[src/rtl/retospect_lif_cnb.sv]
// retospect_lif_cnb: serially configured leaky integrate-and-fire neuron with a daisy-chainable config shift register.
module retospect_lif_cnb #(
    parameter int N_IN     = 4,
    parameter int W_BITS   = 3,
    parameter int UT_BITS  = 4,
    parameter int DEC_BITS = 3,
    parameter int ACC_BITS = 8
) (
    input  logic                       clk,
    input  logic                       reset,
    input  logic                       preset,
    input  logic                       config_en,
    input  logic                       bs_in,
    output logic                       bs_out,
    input  logic [N_IN-1:0]            spike_in,
    output logic                       spike_out,
    output logic signed [ACC_BITS-1:0] membrane
);
    localparam int L  = N_IN * W_BITS + UT_BITS + DEC_BITS;
    localparam int SW = ACC_BITS + $clog2(N_IN) + 1;
    localparam int PW = (1 << DEC_BITS) - 1;
    localparam logic signed [SW-1:0] HI = SW'((2 ** (ACC_BITS - 1)) - 1);
    localparam logic signed [SW-1:0] LO = -HI - SW'(1);

    // w[0] sits at the top of the chain, decay_sel at the bottom feeding bs_out
    logic [L-1:0]                ch;
    logic [PW-1:0]               pre, pmax;
    logic signed [ACC_BITS-1:0]  acc;
    logic [UT_BITS-1:0]          ut;
    logic [DEC_BITS-1:0]         ds;
    logic signed [SW-1:0]        syn, ae, lk, sum;
    logic [ACC_BITS-1:0]         nxt;
    logic                        dis, tick, fire;

    assign ut       = ch[DEC_BITS +: UT_BITS];
    assign ds       = ch[DEC_BITS-1:0];
    assign bs_out   = ch[0];
    assign membrane = acc;

    always_comb begin
        syn = '0;
        for (int i = 0; i < N_IN; i++)
            if (spike_in[i])
                syn = syn + {{(SW-W_BITS){ch[L-1-i*W_BITS]}}, ch[L-1-i*W_BITS -: W_BITS]};
        dis  = &ds;
        pmax = (PW'(1) << ds) - PW'(1);
        tick = !dis && (pre == pmax);
        ae   = {{(SW-ACC_BITS){acc[ACC_BITS-1]}}, acc};
        lk   = (tick && acc > 0) ? ae - SW'(1) : (tick && acc < 0) ? ae + SW'(1) : ae;
        sum  = lk + syn;
        nxt  = sum > HI ? HI[ACC_BITS-1:0] : sum < LO ? LO[ACC_BITS-1:0] : sum[ACC_BITS-1:0];
        fire = !nxt[ACC_BITS-1] && (nxt >= {{(ACC_BITS-UT_BITS){1'b0}}, ut});
    end

    always_ff @(posedge clk) begin
        if (reset) begin
            ch        <= '0;
            acc       <= '0;
            pre       <= '0;
            spike_out <= 1'b0;
        end else if (preset) begin
            ch[DEC_BITS +: UT_BITS] <= UT_BITS'(1);
            acc       <= '0;
            pre       <= '0;
            spike_out <= 1'b0;
        end else if (config_en) begin
            ch        <= {bs_in, ch[L-1:1]};
            acc       <= '0;
            pre       <= '0;
            spike_out <= 1'b0;
        end else begin
            spike_out <= fire;
            acc       <= fire ? '0 : nxt;
            pre       <= (dis || tick) ? '0 : pre + PW'(1);
        end
    end
endmodule

[config.mk]
export PLATFORM = sky130hd
export DESIGN_NAME = retospect_lif_cnb
export DESIGN_NICKNAME = d
export VERILOG_FILES = /design/src/rtl/retospect_lif_cnb.sv
export SDC_FILE = /design/constraint.sdc
export NUM_CORES = 1
export LEC_CHECK = 0
export BUFFER_PORTS_ARGS = -buffer_cell sky130_fd_sc_hd__clkbuf_2
export CAP_MARGIN = 20
export CORE_ASPECT_RATIO = 0.9
export CORE_MARGIN = 5
export CORE_UTILIZATION = 55
export CTS_CLUSTER_DIAMETER = 60
export DETAILED_ROUTE_END_ITERATION = 7
export GPL_TIMING_DRIVEN = 0
export PLACE_DENSITY = 0.82
export SLEW_MARGIN = 20
export SYNTH_ARGS = -nofsm -noshare
export SYNTH_HDL_FRONTEND = slang
export SYNTH_SLANG_ARGS = --single-unit
[constraint.sdc]
create_clock -name clk -period 8.35 [get_ports clk]
set_input_delay 1.67 -clock clk [delete_from_list [all_inputs] [get_ports clk]]
set_output_delay 1.67 -clock clk [all_outputs]
set_load 0.02 [all_outputs]
Word-level counts from Yosys, hierarchy flattened
Index checks and enable logic that the tools add are counted.

word-level totals
  bits in registers = 35
  input port bits = 9
  output and inout port bits = 10

operators by class
  add/sub/neg operators = 8
  $lt $le $gt $ge = 5
  equal/unequal tests = 1
  shift-type cells = 1
  mux-type cells = 10
  bitwise gates (word level) = 1
  reductions and logical operators = 14

operators with widths
  cell                                                         count
  2-to-1 mux 11 bit                                            6
  adder 11 bit                                                 4
  2-to-1 mux 8 bit                                             2
  > comparator 11 x 8 -> 1 bit, second input constant          1
  less-than comparator 11 x 8 -> 1 bit, second input constant  1
  adder 8 x 2 -> 9 bit, second input constant                  1
  subtractor 8 x 2 -> 9 bit, second input constant             1
  >= comparator 8 x 4 -> 1 bit                                 1
  > comparator 8 x 1 -> 1 bit, second input constant           1
  less-than comparator 8 x 1 -> 1 bit, second input constant   1
  OR reduction 4 bit                                           2
  adder 7 x 1 -> 7 bit, second input constant                  1
  equality test 7 bit                                          1
  << shifter 1 x 3 -> 7 bit, first input constant              1
  subtractor 7 x 2 -> 7 bit, second input constant             1
  logical AND 1 bit                                            4
  2-to-1 mux 4 bit                                             1
  AND reduction 3 bit                                          1
  OR reduction 3 bit                                           1
  zero test 1 bit                                              2
  AND reduction 2 bit                                          1
  nonzero test 2 bit                                           1
  OR reduction 2 bit                                           1
  logical OR 1 bit                                             1
  2 further kinds                                              2

Logic depth before layout (Yosys ltp)
Gate-level depths: netlist of run 1.

  word-level depth = 14
  depth in mapped cells = 41
  depth with buffers taken out = 41

Worst setup path after synthesis of run 1
No wires, ideal clock.

  path kind = input port to flip-flop
  start point = in spike_in[0]
  end point = reg acc[1], in the netlist membrane[1]
  arrival time = 8.314 ns
  required time = 8.286 ns
  path slack = -0.028 ns
  stages on the path = 37
  path buffers = 0
  path through = and2_1 -> ha_1 -> a31oi_1 -> nand2_1 -> inv_1 -> fa_1 -> o21a_1 -> inv_1 -> ha_1 -> o21ai_0 -> o21bai_1 -> a21o_1 -> xor2_1 -> nand2_1 -> o21ai_0 -> ha_1 -> xnor2_1 -> mux2_2 -> ha_1 -> a21o_1 -> o311a_1 -> o21ai_0 -> a21oi_1 -> xor2_1 -> xnor3_2 -> nor2_1 -> o21a_1 -> ha_1 -> nand2b_1 -> a21oi_1 -> nor2b_1 -> o21ai_0 -> o211ai_1 -> nor2_1 -> nand4_1 -> mux2_4 -> nor2_1

on the way
  word-level cells in the longest chain between the ends = 14

ends and longest elaborated chain
  what                                                             RTL line  RTL
  from (decl)                                                      15        input logic [N_IN-1:0] spike_in,
  2-to-1 mux 11 bit (*)                                            43        if (spike_in[i])
  adder 11 bit                                                     44        syn = syn + {{(SW-W_BITS){ch[L-1-i*W_BITS]}}, ch[L-1-i*W_BITS -: W_BITS]};
  2-to-1 mux 11 bit (*)                                            43
  adder 11 bit                                                     44
  2-to-1 mux 11 bit (*)                                            43
  adder 11 bit                                                     44
  2-to-1 mux 11 bit (*)                                            43
  adder 11 bit (*)                                                 50        sum = lk + syn;
  less-than comparator 11 x 8 -> 1 bit                             51        nxt = sum > HI ? HI[ACC_BITS-1:0] : sum < LO ? LO[ACC_BITS-1:0] : sum[ACC_BITS-1:0];
  2-to-1 mux 8 bit                                                 51
  2-to-1 mux 8 bit (*)                                             51
  >= comparator 8 x 4 -> 1 bit or zero test 1 bit (tied branches)  52        fire = !nxt[ACC_BITS-1] && (nxt >= {{(ACC_BITS-UT_BITS){1'b0}}, ut});
  logical AND 1 bit                                                52
  OR reduction 4 bit (no source line)                              n/a
  to (signal assigned)                                             73        acc <= fire ? '0 : nxt;
  to (decl)                                                        28        logic signed [ACC_BITS-1:0] acc;

Every way passes the cells marked *; elsewhere a longest branch is shown, timed or not.
A chain may end at the register's enable or synchronous reset.

Worst setup path in the final report of run 1
  start point = in spike_in[0]
  end point = reg acc[2], in the netlist membrane[2]

Same word-level chain as after synthesis.

==> results.yml, run 1 <==
global_route:
  use_met1_pct: 26.33
  global_route.usage.met3_pct: 2.468
  antenna_found_initial: 0
  grt_max_degree: 13
  grtUsageTotal_pct: 20.83
  grt.busiest_layer: "met2"
  grt_pass1_wl_mm: 15.04
  overflow: 0
  grt_pass1_vias: 3373
  use_met2_pct: 37.28
drt:
  num_vias: 3632
  antenna_left: 0
  first_pass_iters: 5
  drt-total-wl_mm: 9.748
  drt_iter0_markers: 224
  post_drt_wl_per_cell_um: 15.85
  drc: 0
  via_per_inst: 5.906
cts:
  clk_pin_slew_ns: 0.08
  clkSinkCount: 35
  cts_tree: "done"
  clkLatencyLatePin_ns: 0.29
  cts.path.max_buffers: 2
  htree_levels: 2
  root_buffer: "clkbuf_8"
  cts_buffers: 5
floorplan:
  dieHeight_um: 88.17
  io_pins: 19
  num_rows: 28
  core_um2: 6586
  start_util_pct: 56.69
  die_w_um: 96.85
  die_area_um2: 8539
timing:
  hold_violations: 0
  period_needed_ns: 8.577
  fin_tns_setup_ns: -0.8916
  fmax_mhz: 116.6
  setup_viol: 5
  timing.slew.headroom_pct: 45.63
  slew_violations: 0
  worst_slack_ns: -0.2271
  fin_crit_sh_pct: 102.7
  rsz0062_at_grt: "true"
  tightest_slew_ns: 0.8093
  skew_ns: 0.01107
cells_and_area:
  fin_util_pct: 68.73
  syn_to_final_growth_pct: 21.25
  seqCellArea_um2: 700.7
  finalNetCount: 585
  final_common_cell: "nand2_1"
  diodes: 0
  final_cell_mix: "52 x nand2_1, 37 x a21oi_1, 35 x dfxtp_1"
  multi_input_area_um2: 3142
  fin_cells: 615
  drive_above_1_share_pct: 22.29
  num-fill-cells: 519
worst_setup_path:
  worstPathArrival_ns: 8.81
  required_ns: 8.58
  r2r-end: "membrane[2]"
  cp-start-kind: "input pin"
  cp_slowest_cell: "fa_1"
  reg2reg_from: "ch[16]"
  endpoint: "membrane[2]"
  end_kind: "register"
  ff2ff_path_depth: 34
  crit_fanout: 5
  reg2reg_slack_ns: 0.86
  path_class: "input pin to register"
  startpoint: "spike_in[0]"
  cpPeakStageDelay_ns: 0.42
pwr:
  finalPower_uw: 414.8
  p_leak_uw: 0.002008
  ir_worst_vdd_mv: 0.07560
  p_per_area_nw_per_um2: 91.64
synthesis:
  ys.flop_type: "dfxtp_1"
  synth_top_family_by_area: "compound AO/OA/AOI/OAI gates"
  synth_top_area_share_pct: 18.77
  synth_fp_nets: 537
  synth_area_per_cell_um2: 7.844
  yosys.area_share.simple_pct: 19.94
  synth_seq_cells: 35
  ys_top_cells_by_area: "dfxtp_1 19%, ha_1 15%, a21oi_1 5.8%"
  syn-cell-area_um2: 3734
  synth_mux_area_share_pct: 5.865
  syn_inst: 476
  synthXorXnorAreaFrac_pct: 9.551
  yosysWarnings: 0
  synth_top_cell_by_area: "dfxtp_1"
  synth-adder-area-share_pct: 19.03
  async_flop_share_pct: 0
  synth_edf_count: 0
  synth_compound_area_share_pct: 22.02
  ys_seq_area_share_pct: 18.77
  synth.distinct_cells: 54
hold_path:
  worstHoldPathCells: 2
  hold_class: "register to register"
placed_design:
  hpwl_mm: 6.561
  gp_congestion: 0.8128
  place_ws_ns: -1.023
  placed_cells: 583
  placement.io_buffers: 17
flow_run:
  maxCapViolations: 0
run_status:
  status: "complete, but fails checks"
  violations: "negative setup slack"
==> final cells by class <==
| class | count | share of cell area (%) |
|---|---|---|
| Multi-Input combinational cell | 394 | 69.40 |
| Tap cell | 90 | 2.488 |
| Sequential cell | 35 | 15.48 |
| Buffer | 14 | 1.244 |
| Clock inverter | 3 | 0.9674 |
| Inverter | 33 | 2.736 |
| Timing Repair Buffer | 41 | 6.164 |
| Clock buffer | 5 | 1.520 |
==> report_power, final <==
part / leakage (uW) / internal [uW] / total (uW) / switching [uW]
logic: 0.00167 / 39.8 / 91.7 / 51.8
clock network: 0.0000581 / 88.9 / 154 / 64.8
registers: 0.000283 / 168 / 169 / 1.29
==> Yosys cell counts (all sizes together) (7+ instances only) <==
| cell | n |
|---|---|
| a21o | 11 |
| a21oi | 43 |
| clkbuf | 11 |
| dfxtp | 35 |
| fa | 8 |
| ha | 44 |
| inv | 33 |
| mux2 | 12 |
| mux2i | 8 |
| nand2 | 54 |
| nand3 | 12 |
| nor2 | 38 |
| nor2b | 11 |
| nor3 | 8 |
| o21a | 7 |
| o21ai | 24 |
| xnor2 | 22 |
| xor2 | 16 |
==> per-layer routing <==
| metal | part of all wire, % | vias up |
|---|---|---|
| met5 | 0 | - |
| met4 | 1.3 | 0 |
| met3 | 3.5 | 16 |
| met2 | 51 | 108 |
| met1 | 44 | 1731 |
| li1 | - | 1777 |
==> registers in the layout, indices dropped and copies added, names as in the netlist <==
| name | flops |
|---|---|
| ch | 19 |
| membrane | 8 |
| pre | 7 |
| spike_out | 1 |
==> critical path, delay by kind of cell <==
family | cells | cell delay (ns)
compound gates | 13 | 2.31
fa+ha+maj | 8 | 2.26
simple gates | 8 | 1.04
mux | 2 | 0.63
xor+xnor | 3 | 0.61
buf+inv | 4 | 0.29
==> cell families after synthesis <==
kind of cell,after synthesis
AOI/OAI and AO/OA,127
adders and majority gates,52
and+or+nand+nor,156
DFF,35
xor gates and xnor gates,39
muxes,20
buffers and inverters,47
==> metrics by stage <==
step / cell area (um2) / hold slack [ns]
global route: 4527 / 0.5136
detailed placement: 3933 / 0.4701
floorplan: 3735 / 0.4406
finish: 4527 / 0.4879
CTS: 4233 / 0.4814
global placement: 3933 / 0.4602
==> how the worst min path moves through the flow <==
stage          endpoint  slack [ns]    from
6_report          ch[2]        0.49   ch[3]
5_1_grt          pre[0]        0.51  pre[0]
4_1_cts          ch[17]        0.48  ch[17]
3_5_place_dp     ch[15]        0.47  ch[16]
3_3_place_gp     ch[12]        0.46  ch[13]
2_1_floorplan    ch[15]        0.44  ch[16]
==> repair_timing <==
action,CTS,global route
setup buffers,14,12
pin swaps,15,37
endpoints found under the setup margin,5,5
hold buffers,0,0
gates resized for setup,23,45
Power figures use the tool's default switching activity.
==> inputs of run 2 (changes only) <==
ABC_AREA = 1   (was not set)
PLACE_DENSITY = 0.79   (was 0.82)
clock period = 9.2 ns   (was 8.35 ns; I/O delays follow)
==> run 2 against run 1 <==
The flow now finishes without violations; total power increased by 44%; combinational power increased to 3.4 times the previous value; worst hold slack got worse by 0.017 ns; sequential share of layout area increased by 1.2 points; sequential cell count unchanged; wire length decreased by 12%; critical path depth increased by 13; via count increased by 2.4%; register-to-register slack improved by 1.1 ns; non-clock buffer count decreased by 26; highest routed layer unchanged.
==> results.yml, run 2 <==
run_status:
  status: "finished, final reports clean"
cts:
  cts_buffers: 5
  clkLatencyLatePin_ns: 0.28
  htree_levels: 2
  hold_buffers: 0
  clkSinkCount: 35
  cts_tree: "done"
  clk_pin_slew_ns: 0.07
  root_buffer: "clkbuf_8"
  cts.path.max_buffers: 2
timing:
  hold_violations: 0
  period_needed_ns: 8.565
  fin_crit_sh_pct: 93.10
  skew_ns: 0.005131
  fmax_mhz: 116.8
  timing.slew.headroom_pct: 61.65
  tightest_slew_ns: 0.5745
  setup_viol: 0
  whs_ns: 0.4714
  slew_violations: 0
pwr:
  p_leak_uw: 0.002175
  p_per_area_nw_per_um2: 141.4
  ir_worst_vdd_mv: 0.1582
  finalPower_uw: 595.6
cells_and_area:
  finalNetCount: 674
  diodes: 0
  num-fill-cells: 608
  fin_cells: 703
  final_cell_mix: "115 x nand2_1, 91 x inv_1, 54 x nor2_1"
  seqCellArea_um2: 700.7
  final_common_cell: "nand2_1"
  largest_register: "ch"
  fin_util_pct: 63.27
  drive_above_1_share_pct: 11.58
  final_cell_area_um2: 4212
  multi_input_area_um2: 2781
  syn_to_final_growth_pct: 10.43
  largest_register_ffs: 19
synthesis:
  yosysWarnings: 0
  syn-cell-area_um2: 3814
  yosys.area_share.simple_pct: 28.35
  synth.distinct_cells: 41
  async_flop_share_pct: 0
  synth_fp_nets: 645
  synth_top_cell_by_area: "dfxtp_1"
  syn_inst: 584
  synth_seq_cells: 35
  synth_top_family_by_area: "simple AND/OR/NAND/NOR gates"
  synthXorXnorAreaFrac_pct: 6.890
  synth_top_area_share_pct: 18.37
  ys_top_cells_by_area: "dfxtp_1 18%, ha_1 14%, nand2_1 11%"
  yosysMostFrequentCell: "nand2_1"
  ys_seq_area_share_pct: 18.37
  synth_common_cells: "115 x nand2_1, 92 x inv_1, 57 x o21ai_0"
  synth-adder-area-share_pct: 18.64
  synth_compound_area_share_pct: 17.13
  ys.flop_type: "dfxtp_1"
  synth_area_per_cell_um2: 6.530
  synth_mux_area_share_pct: 0
  synth_edf_count: 0
worst_setup_path:
  cp-start-kind: "input pin"
  crit_buf_inv: 8
  critPathMostFrequentCell: "nand2_1"
  cpPeakStageDelay_ns: 0.50
  worstPathArrival_ns: 8.78
  end_kind: "register"
  cp_slowest_cell: "fa_1"
  required_ns: 9.42
  crit_fanout: 7
  cpLargestDelayFamily: "adder cells"
  path_class: "input pin to register"
floorplan:
  dieHeight_um: 89.00
  io_pins: 19
  core_um2: 6656
  start_util_pct: 57.29
  num_rows: 28
  die_w_um: 97.78
  die_area_um2: 8701
global_route:
  grt_pass1_wl_mm: 14.63
  overflow: 0
  antenna_found_initial: 0
  grt_pass1_vias: 3450
  grt_max_degree: 11
  grtUsageTotal_pct: 19.93
placed_design:
  gp_congestion: 0.9432
  placed_cells: 692
  placement.io_buffers: 18
  hpwl_mm: 6.793
  placed_area_um2: 4016
drt:
  antenna_left: 0
  num_vias: 3718
  via_per_inst: 5.289
  first_pass_iters: 5
  post_drt_wl_per_cell_um: 12.15
  drt_iter0_markers: 158
  drt-total-wl_mm: 8.538
  drc: 0
hold_path:
  hold_class: "register to register"
flow_run:
  maxCapViolations: 0
[run 2: path summary, 6_finish.rpt]
| path | end | startpoint | cells past startpoint | slack, ns |
|---|---|---|---|---|
| max | membrane[0] | spike_in[0] | 51 | 0.64 |
| min | pre[0] | pre[0] | 1 | 0.47 |
| max reg2reg | membrane[0] | ch[15] | 48 | 1.92 |
| min reg2reg | pre[0] | pre[0] | 1 | 0.47 |
[run 2: worst reg2reg max path, delay by kind of cell (launching register included)]
| family | cells | cell delay (ns) |
|---|---|---|
| DFF | 1 | 0.60 |
| and+or+nand+nor | 23 | 1.91 |
| buffers and inverters | 5 | 0.48 |
| adders and majority gates | 6 | 1.96 |
| xor gates and xnor gates | 2 | 0.32 |
| AOI/OAI and AO/OA | 12 | 1.95 |
[run 2: cell type report]
type / count / share of cell area, %
multi-input cells: 444 / 66.04
flip-flops and latches: 35 / 16.64
inverters: 98 / 8.913
repair buffers: 22 / 2.852
well taps: 90 / 2.674
clock buffers: 6 / 1.961
plain buffers: 7 / 0.8021
clock inverters: 1 / 0.1188
[run 2: kinds of logic after synthesis]
kind of cell / count (synthesis)
AO/OA/AOI/OAI: 118
XOR/XNOR: 30
buffers and inverters: 105
adder cells (fa/ha/maj): 52
flip-flops: 35
AND/OR/NAND/NOR: 244
[run 2: per-layer routing]
metal / global-route usage, % / wire [um] / part of all wire [%] / vias up
met1: 26.36 / 4116 / 48 / 1660
met4: 6.541 / 179 / 2.1 / 0
met2: 34.60 / 3883 / 45 / 77
met3: 2.106 / 358 / 4.2 / 18
met5: 0 / 0 / 0 / -
li1: - / - / - / 1963
[run 2: what timing repair did]
item / 4_1_cts / 5_1_grt
resized for setup: 0 / 20
buffers inserted: 0 / 4
endpoints found under the setup margin: 0 / 6
[run 2: stage by stage]
| step | setup WS [ns] | setup TNS [ns] |
|---|---|---|
| finish | 0.6350 | 0 |
| global route | -0.06720 | -0.1480 |
| CTS | 0.05673 | 0 |
| detailed placement | -0.2103 | -1.029 |
| global placement | -0.07397 | -0.3096 |
| floorplan | 0.8802 | 0 |
[run 2: report_power, final]
group	leakage (uW)	total (uW)	switching (uW)	internal [uW]
sequential	0.000286	172	12.0	160
combinational	0.00184	314	198	116
clock	0.0000470	109	50.8	58.6
total	0.00217	596	261	335
